**src/rtl/usr_pkg.sv**
```systemverilog
// Shared definitions for the serializer: shift-register mode codes and the
// frame state machine encoding.
package usr_pkg;

   localparam logic [1:0] MODE_HOLD = 2'b00;
   localparam logic [1:0] MODE_SHR  = 2'b01;
   localparam logic [1:0] MODE_SHL  = 2'b10;
   localparam logic [1:0] MODE_LOAD = 2'b11;

   typedef enum logic [1:0] {
      IDLE  = 2'b00,
      START = 2'b01,
      DATA  = 2'b10,
      STOP  = 2'b11
   } state_t;

endpackage

```
**src/rtl/usr_serializer_bit_timer.sv**
```systemverilog
// Bit-period timer: counts 0..DIV-1 while a frame runs and emits a
// one-cycle bit_tick on the last cycle of every serial bit period.
module bit_timer #(
   parameter int DIV = 1
) (
   input  logic clock,
   input  logic reset,
   input  logic run,
   output logic bit_tick
);

   localparam int CNT_W = $clog2(DIV + 1);
   localparam logic [CNT_W-1:0] LAST_CNT = CNT_W'(DIV - 1);

   logic [CNT_W-1:0] cnt_q;

   assign bit_tick = run && (cnt_q == LAST_CNT);

   // Free-running period counter, held at zero whenever no frame is running.
   always_ff @(posedge clock or negedge reset) begin
      if (!reset) begin
         cnt_q <= '0;
      end else if (!run || cnt_q == LAST_CNT) begin
         cnt_q <= '0;
      end else begin
         cnt_q <= cnt_q + CNT_W'(1);
      end
   end

endmodule

```
**src/rtl/usr_serializer.sv**
```systemverilog
// Parallel-to-serial converter: start bit (0), WIDTH data bits in a
// selectable order, stop bit (1); each bit lasts DIV clock cycles.
module usr_serializer
   import usr_pkg::*;
#(
   parameter int WIDTH = 4,
   parameter int DIV   = 1
) (
   input  logic             clock,
   input  logic             reset,
   input  logic             in_valid,
   output logic             in_ready,
   input  logic [WIDTH-1:0] DATAIN,
   input  logic             msb_first,
   input  logic             abort,
   output logic             serial_out,
   output logic             busy,
   output logic             done
);

   localparam int BIT_W = $clog2(WIDTH + 1);
   localparam logic [BIT_W-1:0] LAST_BIT = BIT_W'(WIDTH - 1);

   state_t           state_q, state_n;
   logic [WIDTH-1:0] shreg_q, shreg_n;
   logic [BIT_W-1:0] bit_cnt_q, bit_cnt_n;
   logic [1:0]       mode;
   logic             msb_q, msb_n;
   logic             armed_q;
   logic             accept;
   logic             done_n;
   logic             serial_n;
   logic             bit_tick;
   logic             timer_run;

   assign busy      = (state_q != IDLE);
   assign in_ready  = (state_q == IDLE) && armed_q;
   assign timer_run = busy && !abort;

   bit_timer #(.DIV(DIV)) u_bit_timer (
      .clock    (clock),
      .reset    (reset),
      .run      (timer_run),
      .bit_tick (bit_tick)
   );

   // Frame sequencing: picks the next state, the shift-register mode and the
   // data-bit count; an abort outside IDLE overrides everything.
   always_comb begin
      accept    = 1'b0;
      state_n   = state_q;
      mode      = MODE_HOLD;
      bit_cnt_n = bit_cnt_q;
      done_n    = 1'b0;
      if (state_q != IDLE && abort) begin
         state_n   = IDLE;
         bit_cnt_n = '0;
      end else begin
         case (state_q)
            IDLE: begin
               accept = in_ready && in_valid && !abort;
               if (accept) begin
                  state_n   = START;
                  mode      = MODE_LOAD;
                  bit_cnt_n = '0;
               end
            end
            START: begin
               if (bit_tick) state_n = DATA;
            end
            DATA: begin
               if (bit_tick) begin
                  mode = msb_q ? MODE_SHL : MODE_SHR;
                  if (bit_cnt_q == LAST_BIT) begin
                     state_n   = STOP;
                     bit_cnt_n = '0;
                  end else begin
                     bit_cnt_n = bit_cnt_q + BIT_W'(1);
                  end
               end
            end
            STOP: begin
               if (bit_tick) begin
                  state_n = IDLE;
                  done_n  = 1'b1;
               end
            end
         endcase
      end
   end

   // Datapath next values: shift register per mode, bit order latch, and the
   // line level that the next state will present.
   always_comb begin
      shreg_n = shreg_q;
      case (mode)
         MODE_LOAD: shreg_n = DATAIN;
         MODE_SHL:  shreg_n = {shreg_q[WIDTH-2:0], 1'b0};
         MODE_SHR:  shreg_n = {1'b0, shreg_q[WIDTH-1:1]};
         default:   shreg_n = shreg_q;
      endcase
      if (state_q != IDLE && abort) shreg_n = '0;
      msb_n = accept ? msb_first : msb_q;
      case (state_n)
         START:   serial_n = 1'b0;
         DATA:    serial_n = msb_n ? shreg_n[WIDTH-1] : shreg_n[0];
         default: serial_n = 1'b1;
      endcase
   end

   // State and datapath registers; the line output is registered so reset
   // drives it straight to idle-high without a combinational glitch.
   always_ff @(posedge clock or negedge reset) begin
      if (!reset) begin
         state_q    <= IDLE;
         shreg_q    <= '0;
         bit_cnt_q  <= '0;
         msb_q      <= 1'b0;
         armed_q    <= 1'b0;
         serial_out <= 1'b1;
         done       <= 1'b0;
      end else begin
         state_q    <= state_n;
         shreg_q    <= shreg_n;
         bit_cnt_q  <= bit_cnt_n;
         msb_q      <= msb_n;
         armed_q    <= 1'b1;
         serial_out <= serial_n;
         done       <= done_n;
      end
   end

endmodule

```
**config.mk**
```make
export PLATFORM = sky130hd
export DESIGN_NAME = usr_serializer
export DESIGN_NICKNAME = d
export VERILOG_FILES = /design/src/rtl/usr_pkg.sv /design/src/rtl/usr_serializer_bit_timer.sv /design/src/rtl/usr_serializer.sv
export SDC_FILE = /design/constraint.sdc
export NUM_CORES = 1
export LEC_CHECK = 0
export CAP_MARGIN = 20
export CORE_UTILIZATION = 53
export DETAILED_ROUTE_END_ITERATION = 8
export PLACE_DENSITY = 0.8
export SETUP_SLACK_MARGIN = 0.05
export SYNTH_ARGS = -nofsm -noshare
export SYNTH_HDL_FRONTEND = slang
export SYNTH_SLANG_ARGS = --single-unit
```
**constraint.sdc**
```tcl
create_clock -name clock -period 4.5 [get_ports clock]
set_clock_uncertainty 0.15 [all_clocks]
set_input_delay 0.9 -clock clock [delete_from_list [all_inputs] [get_ports clock]]
set_output_delay 0.9 -clock clock [all_outputs]
set_load 0.02 [all_outputs]
```
Word-level counts from Yosys, hierarchy flattened:

Index checks and enable logic that the tools add are counted.

* register bits after elaboration: 14
* memory bits (read-only): 0
* memories kept: 0
* bits in latches: 0
* RAM bits: 0

* mux-type cells: 28
* shifts and indexed selects: 0
* reductions and logical operators: 14
* divide/modulo/power cells: 0
* bitwise gates (word level): 1
* order comparisons: 0
* multiply operators: 0
* add/subtract/negate cells: 2
* equal/unequal tests: 11

Operator list (number)
* $mux W2: 10
* $mux W3: 4
* $pmux W4 S3: 1
* $eq A2 B2 Y1 const B: 5
* $mux W1: 8
* $pmux W2 S4: 1
* $eq A2 B1 Y1 const B: 3
* $logic_and A1 B1 Y1: 6
* $pmux W3 S2: 1
* $mux W4: 1
* $pmux W2 S2: 1
* $reduce_bool A4 Y1: 1
* $add A3 B1 Y3 const B: 1
* $eq A3 B2 Y1 const B: 1
* $ne A3 B1 Y1 const B: 1
* $ne A3 B3 Y1 const B: 1
* $reduce_and A3 Y1: 1
* $reduce_bool A3 Y1: 1
* $logic_not A1 Y1: 2
* $logic_not A2 Y1: 1
* $pmux W1 S2: 1
* $reduce_bool A2 Y1: 1
* $add A1 B1 Y1 const B: 1
* $logic_or A1 B1 Y1: 1
* $not A1 Y1: 1

Longest topological paths before layout:

* depth after elaboration: 12
* mapped depth: 6
* mapped depth without buffers: 6

Hierarchy:

Synthesis repeated with hierarchy kept, for this count alone.

* cells, all modules: 81
* area, all modules: 852.1 µm²

By module, submodules not included
* usr_serializer: cells each 78, area each 809.5 µm², times used 1
* bit_timer: cells each 3, area each 42.5 µm², times used 1

Worst setup path before layout:

Ideal clock, no wire load.

* kind: input port to flip-flop
* start point: input abort
* end point: register serial_out
* path buffers: 0
* setup time: 0.077 ns
* required time: 4.273 ns
* path slack: 2.206 ns
* data arrival time: 2.067 ns
* cell stages on the path: 5
* cells stage by stage: or4b_4 -> nor3b_2 -> a21oi_1 -> a211o_1 -> a31oi_1

* longest elaborated chain between the ends: 11

RTL lines
* from (decl): line usr_serializer.sv:15 `input logic abort,`
* $logic_not A1 Y1: line usr_serializer.sv:38, usr_serializer.sv:61
* $logic_and A1 B1 Y1: line usr_serializer.sv:38 `assign timer_run = busy && !abort;`
* $logic_and A1 B1 Y1: line usr_serializer_bit_timer.sv:17 `assign bit_tick = run && (cnt_q == LAST_CNT);`
* $mux W2: line usr_serializer.sv:72 `if (bit_tick) begin`
* $pmux W2 S2: line usr_serializer.sv:59 `case (state_q)`
* $mux W2: line usr_serializer.sv:55 `if (state_q != IDLE && abort) begin`
* $eq A2 B1 Y1 or $eq A2 B2 Y1 (tied branches): line usr_serializer.sv:96 `case (mode)`
* $pmux W4 S3: line usr_serializer.sv:96
* $mux W4: line usr_serializer.sv:102 `if (state_q != IDLE && abort) shreg_n = '0;`
* $mux W1: line usr_serializer.sv:106 `DATA: serial_n = msb_n ? shreg_n[WIDTH-1] : shreg_n[0];`
* $pmux W1 S2 (*): line usr_serializer.sv:104 `case (state_n)`
* named net serial_n: line usr_serializer.sv:32 `logic serial_n;`
* to (signal assigned): line usr_serializer.sv:128 `serial_out <= serial_n;`
* to (decl): line usr_serializer.sv:16 `output logic serial_out,`

The timed path passes the listed nets; every way through them passes the cells marked *.
A chain may end at the register's enable or synchronous reset.

Worst setup path in the final report:

Ends and elaborated chain as after synthesis.

==> impl_metrics.csv <==
group,metric,value,unit
run_status,status,"completed",
timing,tightest_slew,0.628,ns
clock_tree,postCtsSetupBuffers,0,
routing,vias_per_cell,5.82,
routing,drt-initial-drc-count,11,
final_layout,area_growth,21.7,%
setup_path,cp.arrival,2.91,ns
routing,detail-route-antenna-nets,0,
clock_tree,cts_tree,"built",
clock_tree,cts_root_buf,"sky130_fd_sc_hd__clkbuf_4",
power_and_ir_drop,p_total,0.322,mW
clock_tree,clock_latency,0.28,ns
global_routing,first_global_vias,502,
synthesis,dominantRegCellSynth,"sky130_fd_sc_hd__dfrtp_1",
floorplan,dieArea,1520,um^2
synthesis,synthCells,68,
synthesis,synthXorXnorAreaFrac,1.21,%
global_routing,grt_antenna_before_repair,0,
power_and_ir_drop,cellPowerDensity,365,nW/um^2
global_routing,grt_first_pass_wirelength,2040,um
final_layout,drive_gt1_share,13.6,%
synthesis,synth_top_family_by_area,"simple AND/OR/NAND/NOR gates",
placement,gp_routability_congestion,0.845,
setup_path,worstSetupPathType,"primary input to register",
setup_path,crit_path_top_delay_cell,"sky130_fd_sc_hd__or4b_4",
synthesis,synth.mux.area_fraction,4.31,%
setup_path,cpPeakStageDelay,0.66,ns
timing,fin_crit_sh,63.5,%
clock_tree,numClockSinks,14,
synthesis,synth_fp_nets,78,
final_layout,final_net_count,92,
routing,total_number_of_vias,553,
synthesis,post_synth_fa_ha_maj_area_fraction,1.72,%
setup_path,crit_path_start_kind,"primary input",
synthesis,seq_area_frac_synth,48.4,%
timing,finalHoldViolations,0,
global_routing,global_route.overflow_total,0,
power_and_ir_drop,power.ir.vdd_worst,0.000216,V
power_and_ir_drop,switching_power_as_a_share_of_total_power,28.7,%
power_and_ir_drop,pwr-share-seq,49.7,%
routing,routed_wl,1320,um
final_layout,layout_common_cells,"13 x sky130_fd_sc_hd__dfrtp_1, 12 x sky130_fd_sc_hd__clkdlybuf4s50_1, 5 x sky130_fd_sc_hd__a21oi_1, 5 x sky130_fd_sc_hd__nor2_1, 5 x sky130_fd_sc_hd__nand2_1",
synthesis,netlist_area,726,um^2
setup_path,crit_required,4.55,ns
power_and_ir_drop,power.leakage,0.394,nW
synthesis,compound_gate_fraction_of_synth_area,15.3,%
timing,final_period_minus_worst_setup_slack,2.86,ns
final_layout,n_antenna_cell,0,
clock_tree,clock_transition_time_at_the_flip_flop_clock_pins_of_the_worst_setup_and_hold_paths,0.08,ns
floorplan,placementRows,12,
setup_path,cp_cell_sequence,"clkdlybuf4s50_1 > or4b_4 > nor3b_2 > a21oi_1 > a211o_1 > a31oi_1",
timing,timing.final.max_slew_violations,0,
setup_path,timing.critical_path.fanout_max,11,
synthesis,synth_simple_gate_area_share,24.1,%
timing,grt_setup_unrepaired,"false",
timing,setup-violations-final,0,
synthesis,synth-seq-cells,14,
synthesis,synth-warning-count,0,
floorplan,die_boundary_height,39.0,um
power_and_ir_drop,share_comb_of_total_power,22.3,%
hold_path,worstHoldPathType,"register to register",
synthesis,synth-edff-count,0,
clock_tree,cts_max_level,1,
floorplan,core_area,1190,um^2
routing,avgRoutedWirePerCell,13.9,um
final_layout,layout.cells.most_common,"sky130_fd_sc_hd__dfrtp_1",
synthesis,post_synth.cell_area_avg,10.7,um^2
routing,first_pass_iters,4,
synthesis,synthArstFlopShare,100,%
global_routing,global_route.usage.total,21.3,%
job,maxCapViolations,0,
clock_tree,tritoncts.num_buffers,3,
floorplan,io_pins,13,
setup_path,crit_path_end_kind,"register",
placement,dpl.hpwl,961,um
routing,remaining_drc_errors,0,
floorplan,initial_utilization,61.2,%
clock_tree,cts_hold_buffers,0,
timing,timing.setup.tns,0,ns
clock_tree,maximum_number_of_buffers_from_clock_root_to_sink,2,
global_routing,grt_max_degree,15,
floorplan,die_boundary_width,39.0,um
clock_tree,cts.repair.resized,0,
synthesis,post_synth_num_cell_types,38,
timing,maxSlewHeadroom,58.0,%
power_and_ir_drop,power_report.internal_total,0.230,mW
timing,max_freq,350,MHz
placement,port_buffer_count,12,
power_and_ir_drop,switching_power,0.0927,mW
power_and_ir_drop,power.clock.fraction,28.0,%
==> power groups by stage <==
stage / clock [mW] / sequential (mW) / combinational (mW)
global route: 0.0976 / 0.163 / 0.0787
global placement: 0 / 0.163 / 0.0705
floorplan: 0 / 0.155 / 0.0533
finish: 0.0903 / 0.160 / 0.0718
detailed placement: 0 / 0.163 / 0.0718
CTS: 0.0916 / 0.160 / 0.0723
==> cell type report <==
class	count	area [um^2]
Clock buffer	4	36.3
Fill cell	92	303
Inverter	3	11.3
Multi-Input combinational cell	48	347
Sequential cell	14	352
Tap cell	14	17.5
Timing Repair Buffer	12	120
==> worst paths after layout <==
check | from | end | slack, ns | cells past startpoint
max in group asynchronous | reset | bit_cnt_q[2] | 2.94 | 1
min reg2reg | bit_cnt_q[2] | bit_cnt_q[2] | 0.35 | 1
max reg2reg | state_q[1] | serial_out | 2.41 | 5
min | bit_cnt_q[2] | bit_cnt_q[2] | 0.35 | 1
min in group asynchronous | reset | shreg_q[1] | 0.85 | 1
max | abort | serial_out | 1.64 | 6
==> synthesized netlist by cell type (all sizes together) (2+ instances only) <==
| library cell | number | area share, % |
|---|---|---|
| conb | 2 | 1.0 |
| nor2 | 6 | 5.3 |
| a21oi | 5 | 3.4 |
| dfrtp | 13 | 45 |
| buf | 2 | 1.7 |
| inv | 3 | 1.6 |
| mux2i | 2 | 2.8 |
| nor4b | 2 | 3.3 |
| a221o | 2 | 2.8 |
| nand2 | 5 | 2.6 |
| o21ai | 2 | 1.4 |
==> cell families after synthesis <==
| group | after synthesis |
|---|---|
| AO/OA/AOI/OAI | 16 |
| XOR/XNOR | 1 |
| adder cells (fa/ha/maj) | 1 |
| buffers and inverters | 6 |
| flip-flops | 14 |
| multiplexers | 3 |
| other | 2 |
| AND/OR/NAND/NOR | 25 |
==> metal layers <==
metal	track usage, %	part of all wire [%]	vias to the layer above
met1	24.5	49	266
met4	15.5	3.3	0
met3	5.20	3.4	4
met2	33.8	44	10
met5	0	0	-
li1	-	-	273
==> sequential cells by signal (all words and copies together), names as in the netlist <==
signal,cells
state_q,2
done,1
bit_cnt_q,3
shreg_q,4
u_bit_timer.cnt_q,1
serial_out,1
armed_q,1
msb_q,1
==> critical path, delay by kind of cell <==
family,cells,cell delay (ns)
buffers and inverters,1,0.65
AO/OA/AOI/OAI,3,0.50
AND/OR/NAND/NOR,2,0.85
==> stage by stage <==
stage	area [um^2]	hold WS (ns)	instances	util, %	worst slack [ns]
finish	883	0.353	95	74.5	1.64
global route	883	0.370	95	74.5	1.58
CTS	883	0.361	95	74.5	1.65
detailed placement	847	0.341	91	71.4	1.36
global placement	847	0.310	91	71.4	1.42
floorplan	726	0.299	68	-	2.21
Power figures use the tool's default switching activity.
